## config.mk

```make
export PLATFORM = sky130hd
export DESIGN_NAME = mips_muldiv_unit
export DESIGN_NICKNAME = d
export VERILOG_FILES = /design/src/rtl/mips_muldiv_pkg.sv /design/src/rtl/mips_muldiv_step.sv /design/src/rtl/mips_muldiv_unit.sv
export SDC_FILE = /design/constraint.sdc
export NUM_CORES = 1
export LEC_CHECK = 0
export BUFFER_PORTS_ARGS = -buffer_cell sky130_fd_sc_hd__buf_4
export CORE_ASPECT_RATIO = 0.7
export CORE_MARGIN = 5
export CORE_UTILIZATION = 50
export CTS_CLUSTER_SIZE = 10
export DETAILED_ROUTE_END_ITERATION = 7
export PLACE_DENSITY = 0.7
export SLEW_MARGIN = 20
export SYNTH_ARGS = -nofsm -noshare
export SYNTH_HDL_FRONTEND = slang
export SYNTH_SLANG_ARGS = --single-unit
```

## constraint.sdc

```tcl
create_clock -name clk -period 4.6 [get_ports clk]
set_clock_uncertainty 0.05 [all_clocks]
set_input_delay 0.69 -clock clk [delete_from_list [all_inputs] [get_ports clk]]
set_output_delay 0.69 -clock clk [all_outputs]
set_load 0.02 [all_outputs]
```

## src/rtl/mips_muldiv_pkg.sv

```systemverilog
// Shared encodings for the MIPS multiply/divide sequencer.
package mips_muldiv_pkg;

    localparam int DEFAULT_DATA_W = 32;

    typedef enum logic [1:0] {
        OP_MULTU = 2'd0,
        OP_DIVU  = 2'd1,
        OP_MULT  = 2'd2,
        OP_DIV   = 2'd3
    } op_e;

    typedef enum logic [1:0] {
        ST_IDLE = 2'd0,
        ST_MUL  = 2'd1,
        ST_DIV  = 2'd2,
        ST_DONE = 2'd3
    } state_e;

endpackage

```

## src/rtl/mips_muldiv_step.sv

```systemverilog
// One iteration of the shift-add multiplier or restoring divider.
// acc is the product-high / partial-remainder half, mq the multiplier / dividend-quotient half.
module mips_muldiv_step
    import mips_muldiv_pkg::*;
#(
    parameter int DATA_W = DEFAULT_DATA_W
) (
    input  logic              div_mode,
    input  logic [DATA_W-1:0] acc,
    input  logic [DATA_W-1:0] mq,
    input  logic [DATA_W-1:0] b,
    output logic [DATA_W-1:0] acc_n,
    output logic [DATA_W-1:0] mq_n
);

    logic [DATA_W:0]   sum;
    logic [DATA_W:0]   sh;
    logic [DATA_W-1:0] diff;
    logic              ge;

    always_comb begin
        sum   = {1'b0, acc} + {1'b0, (mq[0] ? b : {DATA_W{1'b0}})};
        sh    = {acc, mq[DATA_W-1]};
        ge    = (sh >= {1'b0, b});
        // When sh >= b the difference is below b, so it fits in DATA_W bits.
        diff  = sh[DATA_W-1:0] - b;
        acc_n = sum[DATA_W:1];
        mq_n  = {sum[0], mq[DATA_W-1:1]};
        if (div_mode) begin
            acc_n = ge ? diff : sh[DATA_W-1:0];
            mq_n  = {mq[DATA_W-2:0], ge};
        end
    end

endmodule

```

## src/rtl/mips_muldiv_unit.sv

```systemverilog
// Multi-cycle MULTU/DIVU sequencer owning HI/LO; one bit per clock, fixed DATA_W+1 cycle latency.
// Define MIPS_MULDIV_SIGNED_EN to enable signed MULT/DIV (op 2/3); otherwise op[1] is ignored.
module mips_muldiv_unit
    import mips_muldiv_pkg::*;
#(
    parameter int DATA_W = DEFAULT_DATA_W,
    parameter int CNT_W  = 6
) (
    input  logic              clk,
    input  logic              rst,
    input  logic              start,
    input  logic [1:0]        op,
    input  logic [DATA_W-1:0] X,
    input  logic [DATA_W-1:0] Y,
    input  logic              hi_we,
    input  logic              lo_we,
    input  logic [DATA_W-1:0] wdata,
    output logic              busy,
    output logic              done,
    output logic              div0,
    output logic [DATA_W-1:0] hi,
    output logic [DATA_W-1:0] lo
);

`ifdef MIPS_MULDIV_SIGNED_EN
    localparam bit SIGNED_EN = 1'b1;
`else
    localparam bit SIGNED_EN = 1'b0;
`endif

    localparam logic [CNT_W-1:0] LAST_CNT = CNT_W'(DATA_W - 1);

    function automatic logic [DATA_W-1:0] neg_if(input logic [DATA_W-1:0] v, input logic c);
        return c ? (~v + 1'b1) : v;
    endfunction

    function automatic logic [2*DATA_W-1:0] neg2_if(input logic [2*DATA_W-1:0] v, input logic c);
        return c ? (~v + 1'b1) : v;
    endfunction

    state_e            state_q, state_d;
    logic [CNT_W-1:0]  cnt_q, cnt_d;
    logic [DATA_W-1:0] acc_q, mq_q, b_q, xorig_q;
    logic              neg_q, negrem_q, yzero_q;
    logic [DATA_W-1:0] hi_q, lo_q;
    logic              div0_q;

    logic              ld, iter, last;
    logic              signed_op;
    logic [DATA_W-1:0] xmag, ymag;
    logic [DATA_W-1:0] acc_n, mq_n;
    logic [2*DATA_W-1:0] prod;

    assign signed_op = op[1] & SIGNED_EN;
    assign xmag      = neg_if(X, signed_op & X[DATA_W-1]);
    assign ymag      = neg_if(Y, signed_op & Y[DATA_W-1]);

    always_comb begin
        state_d = state_q;
        cnt_d   = cnt_q;
        ld      = 1'b0;
        iter    = 1'b0;
        last    = 1'b0;
        unique case (state_q)
            ST_IDLE: begin
                if (start) begin
                    state_d = op[0] ? ST_DIV : ST_MUL;
                    cnt_d   = '0;
                    ld      = 1'b1;
                end
            end
            ST_MUL, ST_DIV: begin
                iter  = 1'b1;
                cnt_d = cnt_q + CNT_W'(1);
                if (cnt_q == LAST_CNT) begin
                    state_d = ST_DONE;
                    last    = 1'b1;
                end
            end
            ST_DONE: state_d = ST_IDLE;
            default: state_d = ST_IDLE;
        endcase
    end

    always_ff @(posedge clk or posedge rst) begin
        if (rst) begin
            state_q <= ST_IDLE;
            cnt_q   <= '0;
        end else begin
            state_q <= state_d;
            cnt_q   <= cnt_d;
        end
    end

    mips_muldiv_step #(.DATA_W(DATA_W)) u_step (
        .div_mode (state_q == ST_DIV),
        .acc      (acc_q),
        .mq       (mq_q),
        .b        (b_q),
        .acc_n    (acc_n),
        .mq_n     (mq_n)
    );

    // Working registers carry no reset: they are always loaded on the accepting edge.
    always_ff @(posedge clk) begin
        if (ld) begin
            acc_q    <= '0;
            mq_q     <= op[0] ? xmag : ymag;
            b_q      <= op[0] ? ymag : xmag;
            xorig_q  <= X;
            yzero_q  <= (Y == '0);
            neg_q    <= signed_op & (X[DATA_W-1] ^ Y[DATA_W-1]);
            negrem_q <= signed_op & X[DATA_W-1];
        end else if (iter) begin
            acc_q <= acc_n;
            mq_q  <= mq_n;
        end
    end

    assign prod = neg2_if({acc_n, mq_n}, neg_q);

    always_ff @(posedge clk or posedge rst) begin
        if (rst) begin
            hi_q   <= '0;
            lo_q   <= '0;
            div0_q <= 1'b0;
        end else if (last) begin
            if (state_q == ST_MUL) begin
                {hi_q, lo_q} <= prod;
                div0_q       <= 1'b0;
            end else if (yzero_q) begin
                hi_q   <= xorig_q;
                lo_q   <= '1;
                div0_q <= 1'b1;
            end else begin
                hi_q   <= neg_if(acc_n, negrem_q);
                lo_q   <= neg_if(mq_n, neg_q);
                div0_q <= 1'b0;
            end
        end else if (ld) begin
            div0_q <= 1'b0;
        end else if (state_q == ST_IDLE) begin
            // start is low here (ld covers start in IDLE), so MTHI/MTLO are honoured.
            if (hi_we) hi_q <= wdata;
            if (lo_we) lo_q <= wdata;
        end
    end

    assign busy = (state_q != ST_IDLE);
    assign done = (state_q == ST_DONE);
    assign div0 = div0_q;
    assign hi   = hi_q;
    assign lo   = lo_q;

endmodule

```

After elaboration in Yosys (flattened, before gate mapping)

Index checks and enable logic that the tools add are counted.

Word-level logic and storage cells: 70
Memory bits (read-only): 0
Input port bits: 103
Memories: 0
Memory bits (writable): 0
Latch bits: 0
Register bits: 202

Bitwise operators: 0
Multipliers: 0
Shift-type cells: 0
Order comparisons: 1
Mux-type cells: 35
Equal/unequal tests: 7
Div/mod/pow operators: 0
Reductions and logical operators: 14
Add/subtract/negate cells: 3

Operator list:

| cell                | count |
|---|---|
| $mux 32             | 20 |
| $add 32x32->33      | 1 |
| $ge 33x32->1        | 1 |
| $logic_not 32->1    | 1 |
| $sub 32x32->32      | 1 |
| $reduce_bool 2->1   | 7 |
| $pmux 6 s2          | 1 |
| $mux 1              | 9 |
| $add 6x1->6 const B | 1 |
| $eq 6x5->1 const B  | 1 |
| $mux 2              | 3 |
| $mux 6              | 1 |
| $pmux 2 s3          | 1 |
| $reduce_and 3->1    | 2 |
| $eq 2x2->1 const B  | 2 |
| $ne 2x2->1 const B  | 2 |
| $reduce_and 2->1    | 2 |
| $eq 2x1->1 const B  | 1 |
| $logic_not 2->1     | 1 |
| $ne 2x1->1 const B  | 1 |
| $reduce_or 2->1     | 1 |

Longest topological paths before layout

Gate-level depths: netlist (run 1).

Depth in word-level cells: 6
Mapped depth: 15
Mapped depth without buffers: 14

Cells and area by module

A second synthesis (run 1) with hierarchy kept.

Cells, all modules: 1446
Area total of the unflattened synthesis: 13858.3 um2

By module, submodules not included:

| module           | cells each | seq. area each (um2) | times used | area an instance (um2) |
|---|---|---|---|---|
| mips_muldiv_unit | 775        | 5380.2               | 1          | 9160.0 |
| mips_muldiv_step | 671        | 0.0                  | 1          | 4698.3 |

Worst setup path after synthesis (run 1)

OpenSTA, ideal clock, no wires.

Kind: flip-flop to flip-flop
From: reg state_q[1]
To: reg mq_q[29], data pin
Setup time: 0.364 ns
Required time: 4.186 ns
Path slack: 0.809 ns
Period minus slack after synthesis: 3.791 ns
Stages on the path, launching flop included: 8
Arrival time: 3.376 ns
Cell sequence: dfrtp_1 > inv_1 > ha_1 > nand2_1 > inv_1 > clkbuf_1 > clkbuf_1 > a21oi_1

Elaborated cells between the ends (all ways): 6
Classes of those cells: eq/ne: 1; mux: 4; reduce/logical: 1

RTL lines:

| element                | RTL line                | source |
|---|---|---|
| start, declared        | mips_muldiv_unit.sv:41  | `state_e state_q, state_d;` |
| start signal, assigned | mips_muldiv_unit.sv:90  | `state_q <= state_d;` |
| $logic_not 2->1        | mips_muldiv_unit.sv:64  | `unique case (state_q)` |
| $mux 1                 | mips_muldiv_unit.sv:64  |  |
| named net ld           | mips_muldiv_unit.sv:48  | `logic ld, iter, last;` |
| $mux 32                | mips_muldiv_unit.sv:106 | `if (ld) begin` |
| end signal, assigned   | mips_muldiv_unit.sv:108 | `mq_q <= op[0] ? xmag : ymag;` |
| end signal, assigned   | mips_muldiv_unit.sv:116 | `mq_q <= mq_n;` |
| end, declared          | mips_muldiv_unit.sv:43  | `logic [DATA_W-1:0] acc_q, mq_q, b_q, xorig_q;` |

The timed path passes the listed nets, and every way through them passes these cells. The select of a mux whose other input is x is not followed.
A chain may end at the register's enable or synchronous reset.

Worst setup path in the final report (run 1)

From: reg mq_q[31]
To: reg hi_q[24] (netlist: hi[24])

Cells in the longest elaborated chain, start to end: 6
Elaborated cells between the ends (all ways): 7
Classes of those cells: add/sub: 1; order compare: 1; mux: 5

Ends and longest elaborated chain:

| element                                        | RTL line                                       | source |
|---|---|---|
| $sub 32x32->32 or $ge 33x32->1 (tied branches) | mips_muldiv_step.sv:26, mips_muldiv_step.sv:24 |  |
| $mux 32 (*)                                    | mips_muldiv_step.sv:30                         | `acc_n = ge ? diff : sh[DATA_W-1:0];` |
| $mux 32 (*)                                    | mips_muldiv_step.sv:29                         | `if (div_mode) begin` |
| $mux 32                                        | mips_muldiv_unit.sv:131                        | `end else if (yzero_q) begin` |
| $mux 32 (*)                                    | mips_muldiv_unit.sv:128                        | `if (state_q == ST_MUL) begin` |
| $mux 32 (*)                                    | mips_muldiv_unit.sv:127                        | `end else if (last) begin` |
| end signal, assigned                           | mips_muldiv_unit.sv:129                        | `{hi_q, lo_q} <= prod;` |
| end signal, assigned                           | mips_muldiv_unit.sv:132                        | `hi_q <= xorig_q;` |
| end signal, assigned                           | mips_muldiv_unit.sv:136                        | `hi_q <= neg_if(acc_n, negrem_q);` |
| end, declared                                  | mips_muldiv_unit.sv:45                         | `logic [DATA_W-1:0] hi_q, lo_q;` |

Mark *: on every way between the ends. The rest lies on a longest branch, timed or not.

==> out/metrics.yaml, run 1 <==
run_status:
  outcome: "finished, final reports clean"
detailed_routing:
  wl_per_cell_um: 22.2
  first_pass_iters: 6
  drt_wl_total_um: 44500
  post-route-drc-count: 0
  antenna_left: 0
  vias_per_cell: 6.15
  drtIter0Drc: 1155
  routed-via-count: 12320
synthesis:
  synth_edf_count: 97
  synthCells: 1495
  yosysWarnings: 0
  async_reset_ff_share_pct: 36.1
  ys_ff_latch: 202
  syn_area_per_cell_um2: 9.23
  ys_seq_area_share_pct: 39.0
  ys_types: 83
  synth_nets: 1669
  synth_top_flop_cell: "edfxtp_1"
  post_synth_instance_area_um2: 13800
timing:
  worst_pin_slew_ns: 1.01
  setup_viol: 0
  hold_ws_ns: 0.299
  setup_slack_ns: 0.413
  grt_setup_unrepaired: "false"
  fmax_mhz: 239
  period_minus_slack_ns: 4.19
  hold_viol: 0
  tns_ns: 0
  post-route-period-util_pct: 91.0
  slew_headroom_pct: 32.2
  drv_slew: 0
setup_path:
  timing.critical_path.from: "mq_q[31]$_DFFE_PP_"
  cp.arrival_ns: 4.51
  crit_type: "flop to flop"
  rr_startpoint: "mq_q[31]$_DFFE_PP_"
  critical_path_peak_fanout: 3
  required_ns: 4.92
  startpoint_type: "flop"
  cp-end-kind: "flop"
die:
  row_count: 50
  fp.dieH_um: 149
  die_w_um: 209
  dieArea_um2: 31100
  fp.coreArea_um2: 27000
  io_pins: 170
  start_util_pct: 51.2
hold_path:
  hp-class: "input pin to async pin"
global_route:
  grt_pass1_wl_um: 68400
  grtUsageTotal_pct: 27.8
  grt_max_degree: 69
  grt_pass1_vias: 11662
  antenna_found_initial: 1
  grt-ovfl-total: 0
clocking:
  tritoncts.num_buffers: 24
  postCtsHoldBufs: 0
  post_cts_buffers: 0
  path_clk_slew_ns: 0.06
  cts_root_buf: "clkbuf_16"
  cts_resized: 0
  htree_num_levels: 1
  clock_latency_ns: 0.53
  cts_tree: "built"
  cts_sinks: 202
  cts_buffer_depth: 3
finish:
  antenna_cells: 0
  fin_util_pct: 59.4
  area_delta_synth_final_pct: 16.0
  layout-drive-gt1-share_pct: 19.9
  nets: 1796
power:
  p_leak_uw: 0.00673
  power_density_nw_per_um2: 837
  irDropWorstVdd_mv: 0.352
run:
  drv_cap: 0
place:
  post-dp-hpwl_um: 33400
  io_buffers: 168
  routabilityCongestion: 0.962
  dp_slack_ns: 0.551
[flip-flops by register name, indices dropped and copies added (netlist names), 2 cells and up]
register,flops
xorig_q,32
state_q,2
b_q,32
cnt_q,6
hi,32
acc_q,32
lo,32
mq_q,32
[cells in the mapped netlist, types with 32 or more instances]
library cell	n	area share (%)
dfxtp_1	32	4.6
inv_1	50	1.4
a21oi_1	147	5.3
ha_1	69	6.3
o21ai_0	129	4.7
dfrtp_1	73	13
clkbuf_1	60	1.6
mux2_2	76	6.2
nand3_1	33	1.2
nor2_1	98	2.7
nand2_1	138	3.8
edfxtp_1	97	21
xnor2_1	34	2.2
mux2i_1	58	4.2
or3_1	35	1.6
and2_1	40	1.8
[cells in the final DEF, fill, tap and decap left out, types with 4 or more instances in the layout]
| cell type | count |
|---|---|
| xor2_1 | 23 |
| clkbuf_1 | 16 |
| edfxtp_1 | 97 |
| inv_1 | 48 |
| ha_1 | 68 |
| nor4_1 | 12 |
| o21a_1 | 9 |
| nand2_1 | 137 |
| buf_4 | 192 |
| nand3_1 | 33 |
| o21ai_0 | 129 |
| o21bai_1 | 9 |
| o211ai_1 | 6 |
| nand4_1 | 12 |
| or3_1 | 35 |
| mux2_2 | 76 |
| xnor2_1 | 34 |
| a211oi_1 | 18 |
| a21o_1 | 25 |
| a31oi_1 | 20 |
| o22ai_1 | 18 |
| a31o_2 | 6 |
| a211o_1 | 12 |
| a41oi_1 | 4 |
| mux2i_1 | 58 |
| nand2b_1 | 12 |
| and2_1 | 39 |
| dfrtp_1 | 73 |
| clkbuf_16 | 26 |
| nor2b_1 | 9 |
| a21oi_1 | 146 |
| dfxtp_1 | 32 |
| nor3_1 | 11 |
| o31ai_1 | 14 |
| nor2_1 | 97 |
| and3_1 | 5 |
[metal layers]
metal | vias up | part of all wire, % | wire (um) | global-route usage (%)
met4 | 2 | 3.2 | 1420 | 8.22
met3 | 79 | 7.9 | 3510 | 3.85
met1 | 5923 | 45 | 20300 | 41.7
met2 | 553 | 43 | 19300 | 41.9
met5 | - | 0.029 | 13 | 0
li1 | 5763 | - | - | -
[worst max-delay path, stage by stage (launching register included)]
cell and delay (ns):
edfxtp_1 0.40, inv_1 0.17, ha_1 0.21, inv_1 0.06, fa_1 0.40, a21o_1 0.22
a31o_2 0.27, a21boi_0 0.31, o21ai_0 0.27, a221oi_1 0.40, buf_4 0.20, o31a_1 0.13
xnor2_1 0.09, mux2_2 0.30, a211oi_1 0.39, o22ai_1 0.15
[worst paths after layout]
path	end	slack, ns	cells after the start
setup / recovery	hi[24]$_DFFE_PP0P_	0.41	15
hold / removal	lo[23]$_DFFE_PP0P_	0.30	2
setup reg to reg	hi[24]$_DFFE_PP0P_	0.41	15
hold reg to reg	lo[27]$_DFFE_PP0P_	0.43	2
max in group asynchronous	lo[1]$_DFFE_PP0P_	3.29	3
min in group clk	xorig_q[3]$_DFFE_PP_	0.31	1
[per-stage QoR]
step	instances	total power [uW]	cell area, um^2
3_3_place_gp	1960	11400	15300
6_report	2004	13400	16000
5_1_grt	2004	14300	16000
2_1_floorplan	1495	9080	13800
4_1_cts	2004	13300	16000
3_5_place_dp	1960	11500	15300
[kinds of logic after synthesis]
family / after synthesis / synth area share [%]
fa+ha+maj: 71 / 6.54
compound gates: 466 / 21.0
xor+xnor: 57 / 3.62
simple gates: 423 / 14.8
buf+inv: 142 / 4.69
flops: 202 / 39.0
mux: 134 / 10.4
[power breakdown]
group          internal [uW]  switching [uW]
logic                   3260            4990
clock network           1040             750
registers               2810             559
total                   7110            6300
[final cells by class]
class,count,area [um^2]
fillers,2367,11000
clock inverters,2,7.51
well taps,364,455
flip-flops and latches,202,5380
inverters,51,195
clock buffers,42,711
repair buffers,192,1440
multi-input cells,1151,7820
Note: power is estimated with default switching activity, not from simulation.
==> run 2: changes to the inputs <==
Settings changed: ABC_AREA set to 0, CTS_BUF_LIST set to sky130_fd_sc_hd__clkbuf_8 sky130_fd_sc_hd__clkbuf_16.
==> run 2 against run 1 <==
Net effect: via count up 0.38%; flip-flop and latch count unchanged; sequential share of layout area unchanged; non-clock buffer count unchanged; sequential power about the same; die area unchanged; first-iteration DRC count up 4.3%; worst hold slack better by 0.0018 ns; worst setup slack worse by 0.0046 ns; global-route usage unchanged; critical path depth unchanged.
==> out/metrics.yaml, run 2 (synthesis results as in run 1) <==
setup_path:
  cp.arrival_ns: 4.51
  cp_top_family: "compound AO/OA/AOI/OAI gates"
  cp-end-kind: "flop"
  path_buf_inv: 3
  crit_type: "flop to flop"
  cp_common_cell: "inv_1"
  slowest_delay_ns: 0.40
  required_ns: 4.92
  cp_slowest_cell: "edfxtp_1"
  critical_path_peak_fanout: 3
  startpoint_type: "flop"
  crit_chain: "inv_1 -> ha_1 -> inv_1 -> fa_1 -> a21o_1 -> a31o_2 -> a21boi_0 -> o21ai_0 -> a221oi_1 -> buf_4 -> o31a_1 -> xnor2_1 -> mux2_2 -> a211oi_1 -> o22ai_1"
place:
  post-dp-hpwl_um: 33400
  routabilityCongestion: 0.962
  io_buffers: 168
power:
  p_comb_share_pct: 61.7
  irDropWorstVdd_mv: 0.351
  swShare_pct: 47.1
  p_clk_share_pct: 13.2
  power_density_nw_per_um2: 835
  p_leak_uw: 0.00679
  power_frac_seq_pct: 25.2
  p_int_uw: 7070
  p_sw_uw: 6300
global_route:
  grt_pass1_wl_um: 68400
  grt_max_degree: 69
  grt-ovfl-total: 0
  grtUsageTotal_pct: 27.8
  grt_pass1_vias: 11662
  antenna_found_initial: 1
timing:
  setup_viol: 0
  tns_ns: 0
  period_minus_slack_ns: 4.19
  grt_setup_unrepaired: "false"
  drv_slew: 0
  post-route-period-util_pct: 91.1
  hold_viol: 0
  fmax_mhz: 239
  worst_pin_slew_ns: 0.999
  slew_headroom_pct: 33.2
run_status:
  outcome: "finished, final reports clean"
clocking:
  clock_latency_ns: 0.53
  post_cts_buffers: 0
  cts_resized: 0
  path_clk_slew_ns: 0.06
  cts_buffer_depth: 3
  postCtsHoldBufs: 0
  htree_num_levels: 1
  cts_root_buf: "clkbuf_16"
  tritoncts.num_buffers: 24
  cts_sinks: 202
  cts_tree: "built"
die:
  row_count: 50
  start_util_pct: 51.2
  io_pins: 170
  die_w_um: 209
  fp.dieH_um: 149
  dieArea_um2: 31100
  fp.coreArea_um2: 27000
detailed_routing:
  first_pass_iters: 5
  post-route-drc-count: 0
  antenna_left: 0
  routed-via-count: 12367
  drt_wl_total_um: 44500
  vias_per_cell: 6.17
  drtIter0Drc: 1205
  wl_per_cell_um: 22.2
finish:
  antenna_cells: 0
  fin_util_pct: 59.4
  nets: 1796
  fill_cells: 2367
  mostFrequentLayoutCell: "buf_4"
  area_delta_synth_final_pct: 16.0
  layout-drive-gt1-share_pct: 19.9
  layout_common_cells: "buf_4, a21oi_1, nand2_1, o21ai_0"
hold_path:
  hp-class: "input pin to async pin"
run:
  drv_cap: 0
[run 2: changes by cell type in the layout (fill, tap and decap cells not counted)]
cell,previous run,this run
clkbuf_1,16,0
inv_1,48,64
[run 2: final timing paths]
check	start	endpoint	slack, ns	cells after the start
max	mq_q[31]$_DFFE_PP_	hi[24]$_DFFE_PP0P_	0.41	15
min	rst	lo[23]$_DFFE_PP0P_	0.30	2
max reg2reg	mq_q[31]$_DFFE_PP_	hi[24]$_DFFE_PP0P_	0.41	15
min reg2reg	lo[27]$_DFFE_PP0P_	lo[27]$_DFFE_PP0P_	0.43	2
max in group asynchronous	rst	lo[1]$_DFFE_PP0P_	3.28	3
min in group clk	X[16]	xorig_q[16]$_DFFE_PP_	0.31	1
[run 2: area by class of cell]
class | count | area (um^2) | area share, %
Inverter | 51 | 195 | 1.22
Timing Repair Buffer | 192 | 1440 | 9.00
Tap cell | 364 | 455 | 2.84
Clock buffer | 26 | 651 | 4.06
Clock inverter | 18 | 67.6 | 0.422
Sequential cell | 202 | 5380 | 33.6
Multi-Input combinational cell | 1151 | 7820 | 48.8
[run 2: power by group through the flow]
stage	sequential (uW)	combinational, uW	clock, uW
finish	3370	8240	1760
floorplan	3520	5550	0
global placement	3370	8000	0
detailed placement	3380	8100	0
CTS	3360	8150	1780
global route	3450	8990	1860
[run 2: per-stage QoR]
| stage | setup WS (ns) | total power (uW) | std cells | instance area (um^2) | hold WS, ns |
|---|---|---|---|---|---|
| floorplan | 0.809 | 9080 | 1495 | 13800 | 0.427 |
| global placement | 0.590 | 11400 | 1960 | 15300 | 0.415 |
| detailed placement | 0.551 | 11500 | 1960 | 15300 | 0.421 |
| CTS | 0.505 | 13300 | 2004 | 16000 | 0.288 |
| global route | 0.302 | 14300 | 2004 | 16000 | 0.294 |
| finish | 0.409 | 13400 | 2004 | 16000 | 0.301 |
[run 2: metal layers]
metal	up-vias	share of wire [%]	track usage, %
li1	5778	-	-
met2	553	44	41.9
met3	77	7.7	3.85
met4	2	3.2	8.22
met5	-	0.029	0
met1	5957	45	41.7
==> run 3: changes to the inputs <==
Settings changed: RECOVER_POWER set to 50.
Clock period 4.6 ns to 5.29 ns, I/O delays scaled along.
==> run 3 against run 2 <==
Net effect: the flow now finishes with violations (capacitance limit, slew limit); via count decreased by 0.78%; cell area decreased by 2.9%; routed wire length decreased by 0.82%; worst hold slack improved by 0.13 ns; flip-flop and latch count unchanged; global-route usage decreased by 0.47 points; critical path depth decreased by 12; count of clock-buffer cells in the layout decreased by 1; combinational power decreased by 16%; die area unchanged; final cell count decreased by 0.45%; first-iteration DRC count decreased by 11%; critical path type is now input pin to flop; largest power group unchanged.
==> out/metrics.yaml, run 3 (synthesis results as in run 1) <==
run_status:
  outcome: "complete, but fails checks"
  violations: "capacitance limit, slew limit"
setup_path:
  ff2ff_setup_slack_ns: 0.95
  cp_slowest_cell: "clkbuf_1"
  rr_startpoint: "mq_q[31]$_DFFE_PP_"
  cp.arrival_ns: 4.75
  critical_path_peak_fanout: 68
  slowest_delay_ns: 2.91
  crit_chain: "clkbuf_1 -> mux2i_1 -> a21oi_1"
  crit_type: "input pin to flop"
  rr_worst_depth: 13
  required_ns: 5.59
  startpoint_type: "input pin"
  timing.rr.end: "hi[20]$_DFFE_PP0P_"
  cp-end-kind: "flop"
  timing.critical_path.from: "op[0]"
clocking:
  cts_sinks: 202
  cts_buffer_depth: 3
  post_cts_buffers: 0
  cts_tree: "built"
  cts_root_buf: "clkbuf_16"
  postCtsHoldBufs: 0
  path_clk_slew_ns: 0.06
  cts_resized: 0
  htree_num_levels: 1
  tritoncts.num_buffers: 24
  clock_latency_ns: 0.52
timing:
  setup_viol: 0
  drv_slew: 145
  hold_viol: 0
  slew_headroom_pct: -181
  grt_setup_unrepaired: "false"
  post-route-period-util_pct: 84.1
  tns_ns: 0
  period_minus_slack_ns: 4.45
  fmax_mhz: 225
  worst_pin_slew_ns: 4.21
  setup_slack_ns: 0.842
detailed_routing:
  wl_per_cell_um: 22.1
  first_pass_iters: 5
  antenna_left: 0
  drt_wl_total_um: 44200
  post-route-drc-count: 0
  routed-via-count: 12271
  drtIter0Drc: 1076
  vias_per_cell: 6.15
finish:
  mostFrequentLayoutCell: "a21oi_1"
  area_delta_synth_final_pct: 12.6
  fill_cells: 2501
  multi_input_area_um2: 7820
  layout-drive-gt1-share_pct: 12.8
  nets: 1786
  layout_common_cells: "a21oi_1, nand2_1, o21ai_0, clkbuf_1"
  seqCellArea_um2: 5380
hold_path:
  whs_path_depth: 2
  hp-class: "flop to flop"
  hold_path_end: "lo[9]$_DFFE_PP0P_"
  hold_start: "lo[9]$_DFFE_PP0P_"
die:
  dieArea_um2: 31100
  fp.dieH_um: 149
  die_w_um: 209
  row_count: 50
  start_util_pct: 51.2
  io_pins: 170
  fp.coreArea_um2: 27000
global_route:
  grt_use_met3_pct: 4.71
  grt_max_degree: 71
  antenna_found_initial: 1
  grt-ovfl-total: 0
  grtUsageTotal_pct: 27.3
  met1_usage_pct: 39.6
  grt_pass1_vias: 11664
  grt_util_met2_pct: 41.6
  top_usage_layer: "met2"
  grt_pass1_wl_um: 67500
power:
  irDropWorstVdd_mv: 0.382
  power_density_nw_per_um2: 728
  p_leak_uw: 0.00637
place:
  post-dp-hpwl_um: 33000
  routabilityCongestion: 0.933
  dp_slack_ns: 0.968
  io_buffers: 168
run:
  drv_cap: 3
-- run 3: stage by stage --
| step | instances | total power (uW) | util (%) | cell area [um^2] | hold WS, ns |
|---|---|---|---|---|---|
| floorplan | 1495 | 7890 | - | 13800 | 0.427 |
| global placement | 1950 | 9830 | 56.4 | 15200 | 0.415 |
| detailed placement | 1950 | 9930 | 56.4 | 15200 | 0.421 |
| CTS | 1994 | 11500 | 59.0 | 15900 | 0.301 |
| global route | 1994 | 12100 | 57.6 | 15500 | 0.447 |
| finish | 1995 | 11300 | 57.7 | 15500 | 0.428 |
-- run 3: cell type report --
| cell class | instances | share of cell area, % |
|---|---|---|
| Multi-Input combinational cell | 1151 | 50.3 |
| Sequential cell | 202 | 34.6 |
| Tap cell | 364 | 2.93 |
| Clock inverter | 19 | 0.475 |
| Antenna cell | 1 | 0.0161 |
| Clock buffer | 25 | 4.02 |
| Timing Repair Buffer | 182 | 6.37 |
| Inverter | 51 | 1.26 |
-- run 3: worst max-delay path by stage --
stage / cells after the start / to / slack, ns
6_report: 3 / mq_q[10]$_DFFE_PP_ / 0.84
5_1_grt: 3 / mq_q[7]$_DFFE_PP_ / 0.67
4_1_cts: 13 / hi[20]$_DFFE_PP0P_ / 0.94
3_5_place_dp: 13 / hi[20]$_DFFE_PP0P_ / 0.97
3_3_place_gp: 13 / hi[20]$_DFFE_PP0P_ / 1.05
2_1_floorplan: 5 / mq_q[29]$_DFFE_PP_ / 1.44
-- run 3: worst max-delay path, delay by kind of cell --
kind / cells / cell delay [ns]
buffers and inverters: 1 / 2.91
muxes: 1 / 0.67
AOI/OAI and AO/OA: 1 / 0.33
-- run 3: power breakdown --
group | internal (uW) | total, uW | switching (uW)
logic | 2580 | 6910 | 4320
clock network | 844 | 1500 | 652
registers | 2440 | 2920 | 478
total | 5870 | 11300 | 5450
-- run 3: routing by layer --
metal  routed length [um]  share of wire [%]
met1                19800                 45
met2                19200                 43
met3                 3480                7.9
met4                 1730                3.9
met5                   11              0.025
